==> config.mk <==
export PLATFORM = sky130hd
export DESIGN_NAME = multdiv_issue_ctrl_flat
export DESIGN_NICKNAME = d
export VERILOG_FILES = /design/src/rtl/multdiv_pkg.sv /design/src/rtl/multdiv_issue_ctrl_if.sv /design/src/rtl/multdiv_watchdog.sv /design/src/rtl/multdiv_issue_ctrl.sv /design/src/flat_wrapper.sv
export SDC_FILE = /design/constraint.sdc
export NUM_CORES = 1
export LEC_CHECK = 0
export BUFFER_PORTS_ARGS = -buffer_cell sky130_fd_sc_hd__buf_4
export CORE_MARGIN = 2
export CORE_UTILIZATION = 33
export DETAILED_ROUTE_END_ITERATION = 10
export GPL_TIMING_DRIVEN = 1
export SYNTH_ARGS = -nofsm -noshare
export SYNTH_HDL_FRONTEND = slang
export SYNTH_SLANG_ARGS = --single-unit
==> constraint.sdc <==
create_clock -name clock -period 4.4 [get_ports clock]
set_clock_uncertainty 0.1 [all_clocks]
set_input_delay 0.44 -clock clock [delete_from_list [all_inputs] [get_ports clock]]
set_output_delay 0.44 -clock clock [all_outputs]
set_load 0.01 [all_outputs]
==> src/rtl/multdiv_pkg.sv <==
// Shared types and rstatus codes for the mult/div issue controller.
// Optional watchdog is enabled with MULTDIV_TIMEOUT_EN.
package multdiv_pkg;

    typedef enum logic [1:0] {
        IDLE,
        START,
        BUSY,
        WB
    } state_t;

    typedef struct packed {
        logic [31:0] a;
        logic [31:0] b;
        logic        is_div;
        logic [4:0]  rd;
    } op_t;

    localparam logic [4:0]  RSTATUS_REG     = 5'd30;
    localparam logic [31:0] RSTATUS_MULT    = 32'd4;
    localparam logic [31:0] RSTATUS_DIV     = 32'd5;
    localparam logic [31:0] RSTATUS_TIMEOUT = 32'd6;

endpackage

==> src/rtl/multdiv_issue_ctrl_if.sv <==
// Pipeline-side handshake bundle: issue request in, writeback request out.
// Master is the execute/writeback side, slave is the issue controller.
interface multdiv_issue_ctrl_if;

    logic        issue_valid;
    logic        issue_is_div;
    logic [31:0] issue_A;
    logic [31:0] issue_B;
    logic [4:0]  issue_rd;
    logic        issue_ready;
    logic        flush;
    logic        stall;
    logic        wb_valid;
    logic        wb_ready;
    logic [4:0]  wb_rd;
    logic [31:0] wb_data;
    logic        wb_exception;

    modport master (
        output issue_valid, issue_is_div, issue_A, issue_B, issue_rd,
        output flush, wb_ready,
        input  issue_ready, stall, wb_valid, wb_rd, wb_data, wb_exception
    );

    modport slave (
        input  issue_valid, issue_is_div, issue_A, issue_B, issue_rd,
        input  flush, wb_ready,
        output issue_ready, stall, wb_valid, wb_rd, wb_data, wb_exception
    );

endinterface

==> src/rtl/multdiv_watchdog.sv <==
// Saturating BUSY-cycle counter; expired marks the LIMIT-th enabled cycle.
// Only instantiated when MULTDIV_TIMEOUT_EN is defined.
module multdiv_watchdog #(
    parameter int LIMIT = 15
) (
    input  logic clock,
    input  logic reset_n,
    input  logic clear,
    input  logic enable,
    output logic expired
);

    localparam int W = $clog2(LIMIT + 1);

    logic [W-1:0] count;

    always_ff @(posedge clock or negedge reset_n) begin
        if (!reset_n) begin
            count <= '0;
        end else if (clear) begin
            count <= '0;
        end else if (enable && count != W'(LIMIT)) begin
            count <= count + 1'b1;
        end
    end

    // count holds completed cycles, so the current one is count+1
    assign expired = enable && (count >= W'(LIMIT - 1));

endmodule

==> src/rtl/multdiv_issue_ctrl.sv <==
// Issue controller for the iterative mult/div unit (IDLE/START/BUSY/WB).
// Define MULTDIV_TIMEOUT_EN to add a BUSY watchdog reporting rstatus 6.
module multdiv_issue_ctrl
    import multdiv_pkg::*;
#(
    parameter int TIMEOUT_CYCLES = 15
) (
    input  logic                clock,
    input  logic                reset_n,
    multdiv_issue_ctrl_if.slave pipe,
    output logic [31:0]         data_operandA,
    output logic [31:0]         data_operandB,
    output logic                ctrl_MULT,
    output logic                ctrl_DIV,
    output logic                is_div,
    input  logic [31:0]         data_result,
    input  logic                data_exception,
    input  logic                data_resultRDY
);

    state_t     state;
    op_t        op;
    logic [4:0] rd;
    logic       expired;

    assign op = '{
        a:      pipe.issue_A,
        b:      pipe.issue_B,
        is_div: pipe.issue_is_div,
        rd:     pipe.issue_rd
    };

`ifdef MULTDIV_TIMEOUT_EN
    multdiv_watchdog #(
        .LIMIT (TIMEOUT_CYCLES)
    ) u_watchdog (
        .clock   (clock),
        .reset_n (reset_n),
        .clear   (state == START),
        .enable  (state == BUSY),
        .expired (expired)
    );
`else
    logic unused_timeout;
    assign unused_timeout = ^TIMEOUT_CYCLES;
    assign expired = 1'b0;
`endif

    // reset_n gate keeps issue_ready low while reset is held
    assign pipe.issue_ready = reset_n && (state == IDLE);
    assign pipe.stall       = (state != IDLE);
    assign pipe.wb_valid    = (state == WB);

    always_ff @(posedge clock or negedge reset_n) begin
        if (!reset_n) begin
            state             <= IDLE;
            data_operandA     <= '0;
            data_operandB     <= '0;
            is_div            <= 1'b0;
            rd                <= '0;
            ctrl_MULT         <= 1'b0;
            ctrl_DIV          <= 1'b0;
            pipe.wb_rd        <= '0;
            pipe.wb_data      <= '0;
            pipe.wb_exception <= 1'b0;
        end else begin
            ctrl_MULT <= 1'b0;
            ctrl_DIV  <= 1'b0;
            unique case (state)
                IDLE: begin
                    if (pipe.issue_valid && !pipe.flush) begin
                        data_operandA <= op.a;
                        data_operandB <= op.b;
                        is_div        <= op.is_div;
                        rd            <= op.rd;
                        ctrl_MULT     <= !op.is_div;
                        ctrl_DIV      <= op.is_div;
                        state         <= START;
                    end
                end
                START: begin
                    state <= pipe.flush ? IDLE : BUSY;
                end
                BUSY: begin
                    if (pipe.flush) begin
                        state <= IDLE;
                    end else if (data_resultRDY) begin
                        state             <= WB;
                        pipe.wb_exception <= data_exception;
                        if (data_exception) begin
                            pipe.wb_rd   <= RSTATUS_REG;
                            pipe.wb_data <= is_div ? RSTATUS_DIV
                                                   : RSTATUS_MULT;
                        end else begin
                            pipe.wb_rd   <= rd;
                            pipe.wb_data <= data_result;
                        end
                    end else if (expired) begin
                        state             <= WB;
                        pipe.wb_exception <= 1'b1;
                        pipe.wb_rd        <= RSTATUS_REG;
                        pipe.wb_data      <= RSTATUS_TIMEOUT;
                    end
                end
                WB: begin
                    if (pipe.flush || pipe.wb_ready) begin
                        state <= IDLE;
                    end
                end
                default: state <= IDLE;
            endcase
        end
    end

endmodule

==> src/flat_wrapper.sv <==
// flat-port wrapper written by rule: the top's interface ports become plain ports
module multdiv_issue_ctrl_flat import multdiv_pkg::*;
#(
    parameter int TIMEOUT_CYCLES = 15
)
  (clock, reset_n, data_operandA, data_operandB, ctrl_MULT, ctrl_DIV, is_div, data_result, data_exception, data_resultRDY, pipe_issue_valid, pipe_issue_is_div, pipe_issue_A, pipe_issue_B, pipe_issue_rd, pipe_flush, pipe_wb_ready, pipe_issue_ready, pipe_stall, pipe_wb_valid, pipe_wb_rd, pipe_wb_data, pipe_wb_exception);
  multdiv_issue_ctrl_if pipe_i ();
  input  logic clock;
  input  logic reset_n;
  output logic [31:0] data_operandA;
  output logic [31:0] data_operandB;
  output logic ctrl_MULT;
  output logic ctrl_DIV;
  output logic is_div;
  input  logic [31:0] data_result;
  input  logic data_exception;
  input  logic data_resultRDY;
  input wire logic [$bits(pipe_i.issue_valid)-1:0] pipe_issue_valid;
  input wire logic [$bits(pipe_i.issue_is_div)-1:0] pipe_issue_is_div;
  input wire logic [$bits(pipe_i.issue_A)-1:0] pipe_issue_A;
  input wire logic [$bits(pipe_i.issue_B)-1:0] pipe_issue_B;
  input wire logic [$bits(pipe_i.issue_rd)-1:0] pipe_issue_rd;
  input wire logic [$bits(pipe_i.flush)-1:0] pipe_flush;
  input wire logic [$bits(pipe_i.wb_ready)-1:0] pipe_wb_ready;
  output wire logic [$bits(pipe_i.issue_ready)-1:0] pipe_issue_ready;
  output wire logic [$bits(pipe_i.stall)-1:0] pipe_stall;
  output wire logic [$bits(pipe_i.wb_valid)-1:0] pipe_wb_valid;
  output wire logic [$bits(pipe_i.wb_rd)-1:0] pipe_wb_rd;
  output wire logic [$bits(pipe_i.wb_data)-1:0] pipe_wb_data;
  output wire logic [$bits(pipe_i.wb_exception)-1:0] pipe_wb_exception;
  assign pipe_i.issue_valid = pipe_issue_valid;
  assign pipe_i.issue_is_div = pipe_issue_is_div;
  assign pipe_i.issue_A = pipe_issue_A;
  assign pipe_i.issue_B = pipe_issue_B;
  assign pipe_i.issue_rd = pipe_issue_rd;
  assign pipe_i.flush = pipe_flush;
  assign pipe_i.wb_ready = pipe_wb_ready;
  assign pipe_issue_ready = pipe_i.issue_ready;
  assign pipe_stall = pipe_i.stall;
  assign pipe_wb_valid = pipe_i.wb_valid;
  assign pipe_wb_rd = pipe_i.wb_rd;
  assign pipe_wb_data = pipe_i.wb_data;
  assign pipe_wb_exception = pipe_i.wb_exception;
  multdiv_issue_ctrl #(.TIMEOUT_CYCLES(TIMEOUT_CYCLES)) u_core (.clock(clock), .reset_n(reset_n), .pipe(pipe_i), .data_operandA(data_operandA), .data_operandB(data_operandB), .ctrl_MULT(ctrl_MULT), .ctrl_DIV(ctrl_DIV), .is_div(is_div), .data_result(data_result), .data_exception(data_exception), .data_resultRDY(data_resultRDY));
endmodule
### Yosys cells after proc, flatten, opt, wreduce, memory -nomap -nowiden

Index checks and enable logic that the tools add are counted.

* bits in registers: 112
* input port bits: 109
* output and inout port bits: 108
* word-level logic and storage cells: 40

* eq/ne operators: 6
* mux-type cells: 13
* bitwise gates (word level): 1
* reductions and logical operators: 10

Operators with widths (number)
* 32-bit two-way mux: 1
* 2-bit two-way mux: 5
* 2-bit one-hot mux with 4 select lines: 1
* 3-bit AND reduction: 2
* 1-bit two-way mux: 5
* 5-bit two-way mux: 1
* 2-bit == test, second input constant: 2
* 3-bit inequality test, second input constant: 1
* 2-bit by 1-bit == test with 1-bit output, second input constant: 1
* 1-bit logical AND: 2
* 1-bit logical NOT: 2
* 2-bit logical NOT: 1
* 2-bit by 1-bit inequality test with 1-bit output, second input constant: 1
* 2-bit inequality test, second input constant: 1
* 2-bit AND reduction: 1
* 2-bit nonzero test: 1
* 1-bit logical OR: 1
* 1-bit inverter: 1

### Depth between registers and ports, before layout

* word-level depth: 4
* gate-level depth with buffers: 6
* depth with buffers taken out: 4

### Least setup slack after synthesis

OpenSTA, ideal clock, no wires.

* kind: reg2reg
* start point: register u_core.state[1]
* end point: register u_core.data_operandA[0]
* setup time: 0.127 ns
* data arrival time: 1.454 ns
* required time: 4.173 ns
* setup slack: 2.719 ns
* stages on the path, launching flop included: 7
* buffers on the path: 2
* clock period less this slack: 1.681 ns
* path through: dfrtp_1 -> nor2_2 -> inv_2 -> nor3b_1 -> buf_4 -> buf_6 -> mux2_1

* word-level cells in the longest chain between the ends: 2

Ends and longest elaborated chain
* start: declaration: RTL line multdiv_issue_ctrl.sv:21 `state_t state;`
* start signal: assignment: RTL line multdiv_issue_ctrl.sv:82 `state <= pipe.flush ? IDLE : BUSY;`
* 2-bit logical NOT: RTL line multdiv_issue_ctrl.sv:69 `unique case (state)`
* 2-bit AND reduction (no source line)
* end signal: assignment: RTL line multdiv_issue_ctrl.sv:72 `data_operandA <= op.a;`
* end: declaration: RTL line multdiv_issue_ctrl.sv:11 `output logic [31:0] data_operandA,`

Every way passes these cells.
A chain may end at the register's enable or synchronous reset.

### Final worst setup path

* start point: register u_core.state[0]
* end point: register u_core.pipe.wb_data[19]

* word-level cells in the longest chain between the ends: 2

Ends and longest elaborated chain
* 2-bit == test: RTL line multdiv_issue_ctrl.sv:69
* 3-bit AND reduction (no source line)
* end signal: assignment: RTL line multdiv_issue_ctrl.sv:92 `pipe.wb_data <= is_div ? RSTATUS_DIV`
* end signal: assignment: RTL line multdiv_issue_ctrl.sv:96 `pipe.wb_data <= data_result;`
* end: declaration: RTL line multdiv_issue_ctrl_if.sv:28 `output issue_ready, stall, wb_valid, wb_rd, wb_data, wb_exception`

Every way passes these cells.

==> impl_metrics.prom <==
# TYPE chip_impl_metric gauge
chip_impl_info{name="run_status",value="finished with violations"} 1
chip_impl_info{name="failed_checks",value="negative hold slack"} 1
chip_impl_metric{name="fillers",unit=""} 1220
chip_impl_metric{name="clock_tree.htree_level_count",unit=""} 3
chip_impl_metric{name="drt_first_iter_violations",unit=""} 161
chip_impl_metric{name="syn_to_final_growth",unit="%"} 48.5
chip_impl_metric{name="cts.clk_slew.worst_paths",unit="ns"} 0.07
chip_impl_metric{name="die_w",unit="um"} 119
chip_impl_metric{name="final_cell_area",unit="sq mm"} 0.00649
chip_impl_info{name="critical_path_class",value="flip-flop to flip-flop"} 1
chip_impl_info{name="combinational_family_with_the_most_area_after_synthesis",value="multiplexers"} 1
chip_impl_metric{name="gp_routability_congestion",unit=""} 0.727
chip_impl_metric{name="drt-total-wl",unit="mm"} 10.4
chip_impl_metric{name="final_hold_viol_count",unit=""} 7
chip_impl_metric{name="drcViolationCount",unit=""} 0
chip_impl_metric{name="routed_via_density",unit=""} 4.43
chip_impl_metric{name="fin_crit_share",unit="%"} 52.8
chip_impl_metric{name="numCtsBuffers",unit=""} 9
chip_impl_metric{name="compound_gate_portion_of_the_synthesized_area",unit="%"} 4.81
chip_impl_metric{name="max_clock_freq",unit="MHz"} 431
chip_impl_metric{name="io_pins",unit=""} 217
chip_impl_metric{name="fin_crit",unit="ns"} 2.32
chip_impl_info{name="reg2reg_start",value="u_core.state[0]"} 1
chip_impl_metric{name="yosysSeqAreaShare",unit="%"} 64.1
chip_impl_metric{name="num-nets-final",unit=""} 648
chip_impl_metric{name="synthesis.nets",unit=""} 437
chip_impl_metric{name="worst_slew_slack_as_a_fraction_of_its_limit",unit="%"} 30.6
chip_impl_metric{name="grt_pass1_vias",unit=""} 3298
chip_impl_info{name="tritoncts",value="built"} 1
chip_impl_info{name="crit_start",value="u_core.state[0]"} 1
chip_impl_metric{name="power_switching",unit="W"} 0.000897
chip_impl_metric{name="p_leak",unit="nW"} 3.16
chip_impl_info{name="hold_path.class",value="primary input to asynchronous set/reset pin"} 1
chip_impl_info{name="start_kind",value="flip-flop"} 1
chip_impl_metric{name="synth_warnings",unit=""} 0
chip_impl_metric{name="floorplan_row_count",unit=""} 42
chip_impl_metric{name="grt_first_pass_wirelength",unit="mm"} 16.6
chip_impl_info{name="clk_root_buffer_cell",value="sky130_fd_sc_hd__clkbuf_16"} 1
chip_impl_metric{name="netSwitchingFraction",unit="%"} 26.8
chip_impl_metric{name="cts_post_setup_buffers_inserted",unit=""} 0
chip_impl_metric{name="part_of_the_total_power_dissipated_in_combinational_logic",unit="%"} 27.4
chip_impl_metric{name="global_route.usage.total",unit="%"} 15.0
chip_impl_metric{name="worstMarginPinSlew",unit="ns"} 1.04
chip_impl_info{name="timing.critical_path.to_type",value="flip-flop"} 1
chip_impl_metric{name="cts.hold.buffers_added",unit=""} 0
chip_impl_metric{name="setup_total_negative_slack",unit="ns"} 0
chip_impl_info{name="crit_path_cell_trace",value="nand4bb_2 > buf_4 > nand2_1 > o21ai_0"} 1
chip_impl_metric{name="cap_violations",unit=""} 0
chip_impl_metric{name="fp.dieH",unit="um"} 119
chip_impl_metric{name="placed_area",unit="sq mm"} 0.00612
chip_impl_metric{name="synth_xor_area_share",unit="%"} 0
chip_impl_metric{name="final_layout_size_suffix_gt1_share",unit="%"} 44.5
chip_impl_metric{name="mappedNetlistArea",unit="sq mm"} 0.00437
chip_impl_metric{name="powerDensity",unit="mW/mm^2"} 515
chip_impl_metric{name="start_util",unit="%"} 33.4
chip_impl_metric{name="antenna_violating_nets_post_route",unit=""} 0
chip_impl_metric{name="initial_antenna_violation_count",unit=""} 0
chip_impl_metric{name="timing.critical_path.fanout_max",unit=""} 50
chip_impl_metric{name="critPathRequiredTime",unit="ns"} 4.52
chip_impl_info{name="critical_path_top_delay_cell",value="sky130_fd_sc_hd__nand4bb_2"} 1
chip_impl_metric{name="synth_simple_gate_area_share",unit="%"} 9.33
chip_impl_metric{name="postSynthRegisterBits",unit=""} 112
chip_impl_metric{name="core_area",unit="sq mm"} 0.0131
chip_impl_metric{name="grt.overflow.total",unit=""} 0
chip_impl_metric{name="max_stage_delay",unit="ns"} 0.93
chip_impl_metric{name="cellInternalPower",unit="W"} 0.00245
chip_impl_metric{name="worstPathArrival",unit="ns"} 2.44
chip_impl_metric{name="clock_insertion_delay_worst_skew",unit="ns"} 0.34
chip_impl_metric{name="buffer_ports.inserted",unit=""} 216
chip_impl_metric{name="pin_count_of_the_biggest_net_entering_global_routing",unit=""} 69
chip_impl_info{name="grt_setup_unrepaired",value="false"} 1
chip_impl_metric{name="timing.final.setup_violations",unit=""} 0
chip_impl_metric{name="antenna-diode-count",unit=""} 0
chip_impl_metric{name="post_synth_fa_ha_maj_area_fraction",unit="%"} 0
chip_impl_metric{name="timing.final.max_slew_violations",unit=""} 0
chip_impl_metric{name="synth.mux.area_fraction",unit="%"} 18.5
chip_impl_metric{name="max-vdd-ir-drop",unit="uV"} 242
chip_impl_metric{name="cts_resized",unit=""} 0
chip_impl_metric{name="routedWlPerCell",unit="um"} 14.4
chip_impl_metric{name="hold_slack",unit="ns"} -0.00707
chip_impl_metric{name="vias",unit=""} 3192
chip_impl_metric{name="clock_path_buffers",unit=""} 2
chip_impl_metric{name="netlist-cell-type-count",unit=""} 22
chip_impl_metric{name="share_seq_of_total_power",unit="%"} 43.1
chip_impl_metric{name="floorplan_die_area",unit="sq mm"} 0.0142
chip_impl_metric{name="clkPwrFrac",unit="%"} 29.5
chip_impl_metric{name="syn_avg_cell_area",unit="sq um"} 13.3
chip_impl_metric{name="cts_num_sinks",unit=""} 112
chip_impl_metric{name="drt_pass1_iterations",unit=""} 4
chip_impl_metric{name="post_synth_inst_count",unit=""} 328
chip_impl_metric{name="detailedPlacementHpwl",unit="mm"} 7.68
[final timing paths]
kind / depth (start not counted) / slack (ns) / to
min in group clock: 2 / 0.15 / u_core.ctrl_MULT
max: 4 / 2.08 / u_core.pipe.wb_data[19]
min reg2reg: 2 / 0.38 / u_core.pipe.wb_data[31]
max in group asynchronous: 2 / 2.96 / u_core.data_operandA[14]
max reg2reg: 4 / 2.08 / u_core.pipe.wb_data[19]
min: 1 / -0.007 / u_core.pipe.wb_data[6]
[metrics by stage]
stage	worst slack (ns)	power, W	instances	utilization (%)
3_5_place_dp	1.88	0.00239	704	46.8
4_1_cts	2.05	0.00340	720	49.6
2_1_floorplan	2.72	0.00181	328	-
3_3_place_gp	1.95	0.00237	704	46.8
5_1_grt	1.83	0.00353	720	49.6
6_report	2.08	0.00334	720	49.6
[cell type report]
class                      count  area [sq um]  share of cell area [%]
clock inverter                 5           128                    1.97
timing repair buffer         220          1650                    25.4
inverter                       2          7.51                   0.116
multi-input combinational    194          1440                    22.2
sequential                   112          2800                    43.2
clock buffer                  11           243                    3.74
tap                          176           220                    3.39
[state kept, by name, summed over array words and instances, names as in the netlist]
| register | flops |
|---|---|
| u_core.pipe.wb_data | 32 |
| u_core.ctrl_DIV | 1 |
| u_core.pipe.wb_exception | 1 |
| u_core.state | 2 |
| u_core.data_operandA | 32 |
| u_core.rd | 5 |
| u_core.pipe.wb_rd | 5 |
| u_core.data_operandB | 32 |
| u_core.is_div | 1 |
| u_core.ctrl_MULT | 1 |
[worst max-delay path, delay by kind of cell (launching register included)]
kind / cells / cell delay [ns]
flip-flops: 1 / 0.41
AO/OA/AOI/OAI: 1 / 0.09
AND/OR/NAND/NOR: 2 / 1.04
buffers and inverters: 1 / 0.54
[synth_stat cells]
master	n	area, sq um
sky130_fd_sc_hd__a211oi_1	2	15.0
sky130_fd_sc_hd__a21oi_1	2	10.0
sky130_fd_sc_hd__and2_1	3	18.8
sky130_fd_sc_hd__buf_1	1	3.75
sky130_fd_sc_hd__buf_2	1	5.00
sky130_fd_sc_hd__buf_4	1	7.51
sky130_fd_sc_hd__buf_6	7	78.8
sky130_fd_sc_hd__clkbuf_1	10	37.5
sky130_fd_sc_hd__dfrtp_1	112	2800
sky130_fd_sc_hd__inv_1	1	3.75
sky130_fd_sc_hd__inv_2	1	3.75
sky130_fd_sc_hd__mux2_1	68	766
sky130_fd_sc_hd__mux2_2	3	33.8
sky130_fd_sc_hd__mux2i_1	1	10.0
sky130_fd_sc_hd__nand2_1	37	139
sky130_fd_sc_hd__nand2b_1	31	194
sky130_fd_sc_hd__nand4bb_1	1	11.3
sky130_fd_sc_hd__nor2_1	5	18.8
sky130_fd_sc_hd__nor2_2	1	6.26
sky130_fd_sc_hd__nor2b_1	2	12.5
sky130_fd_sc_hd__nor3b_1	1	7.51
sky130_fd_sc_hd__o21ai_0	37	185
[power groups by stage]
stage	Clock (W)	Sequential (W)	Combinational, W
floorplan	0	0.00157	0.000237
global placement	0	0.00145	0.000917
detailed placement	0	0.00146	0.000932
CTS	0.00102	0.00144	0.000932
global route	0.00106	0.00148	0.000990
finish	0.000986	0.00144	0.000914
[cell families (layout without fill, tap and decap cells)]
family / count (synthesis) / count (layout)
buf+inv: 22 / 238
mux: 72 / 72
simple gates: 81 / 81
compound gates: 41 / 41
flops: 112 / 112
[routing by layer]
| metal | global-route usage [%] | vias to the layer above | wire (um) |
|---|---|---|---|
| li1 | - | 1517 | - |
| met1 | 17.4 | 1540 | 4080 |
| met2 | 25.2 | 116 | 5210 |
| met3 | 3.98 | 19 | 713 |
| met4 | 8.56 | 0 | 355 |
| met5 | 0 | - | 0 |
[placed cells by master, fill, tap and decap left out]
cell type                    instances
sky130_fd_sc_hd__a211oi_1            2
sky130_fd_sc_hd__mux2_1             68
sky130_fd_sc_hd__nand4bb_2           1
sky130_fd_sc_hd__clkbuf_1            1
sky130_fd_sc_hd__bufinv_16           4
sky130_fd_sc_hd__a21oi_1             2
sky130_fd_sc_hd__clkbuf_8            1
sky130_fd_sc_hd__o21ai_0            37
sky130_fd_sc_hd__mux2i_1             1
sky130_fd_sc_hd__clkbuf_16           9
sky130_fd_sc_hd__and2_1              3
sky130_fd_sc_hd__clkinvlp_4          1
sky130_fd_sc_hd__mux2_2              3
sky130_fd_sc_hd__dfrtp_1           112
sky130_fd_sc_hd__inv_1               1
sky130_fd_sc_hd__inv_2               1
sky130_fd_sc_hd__nor3b_2             1
sky130_fd_sc_hd__nor2_1              5
sky130_fd_sc_hd__nor2b_1             2
sky130_fd_sc_hd__nor2_2              1
sky130_fd_sc_hd__nand2_1            37
sky130_fd_sc_hd__nand2b_1           31
sky130_fd_sc_hd__buf_4             220
Power figures use the tool's default switching activity.
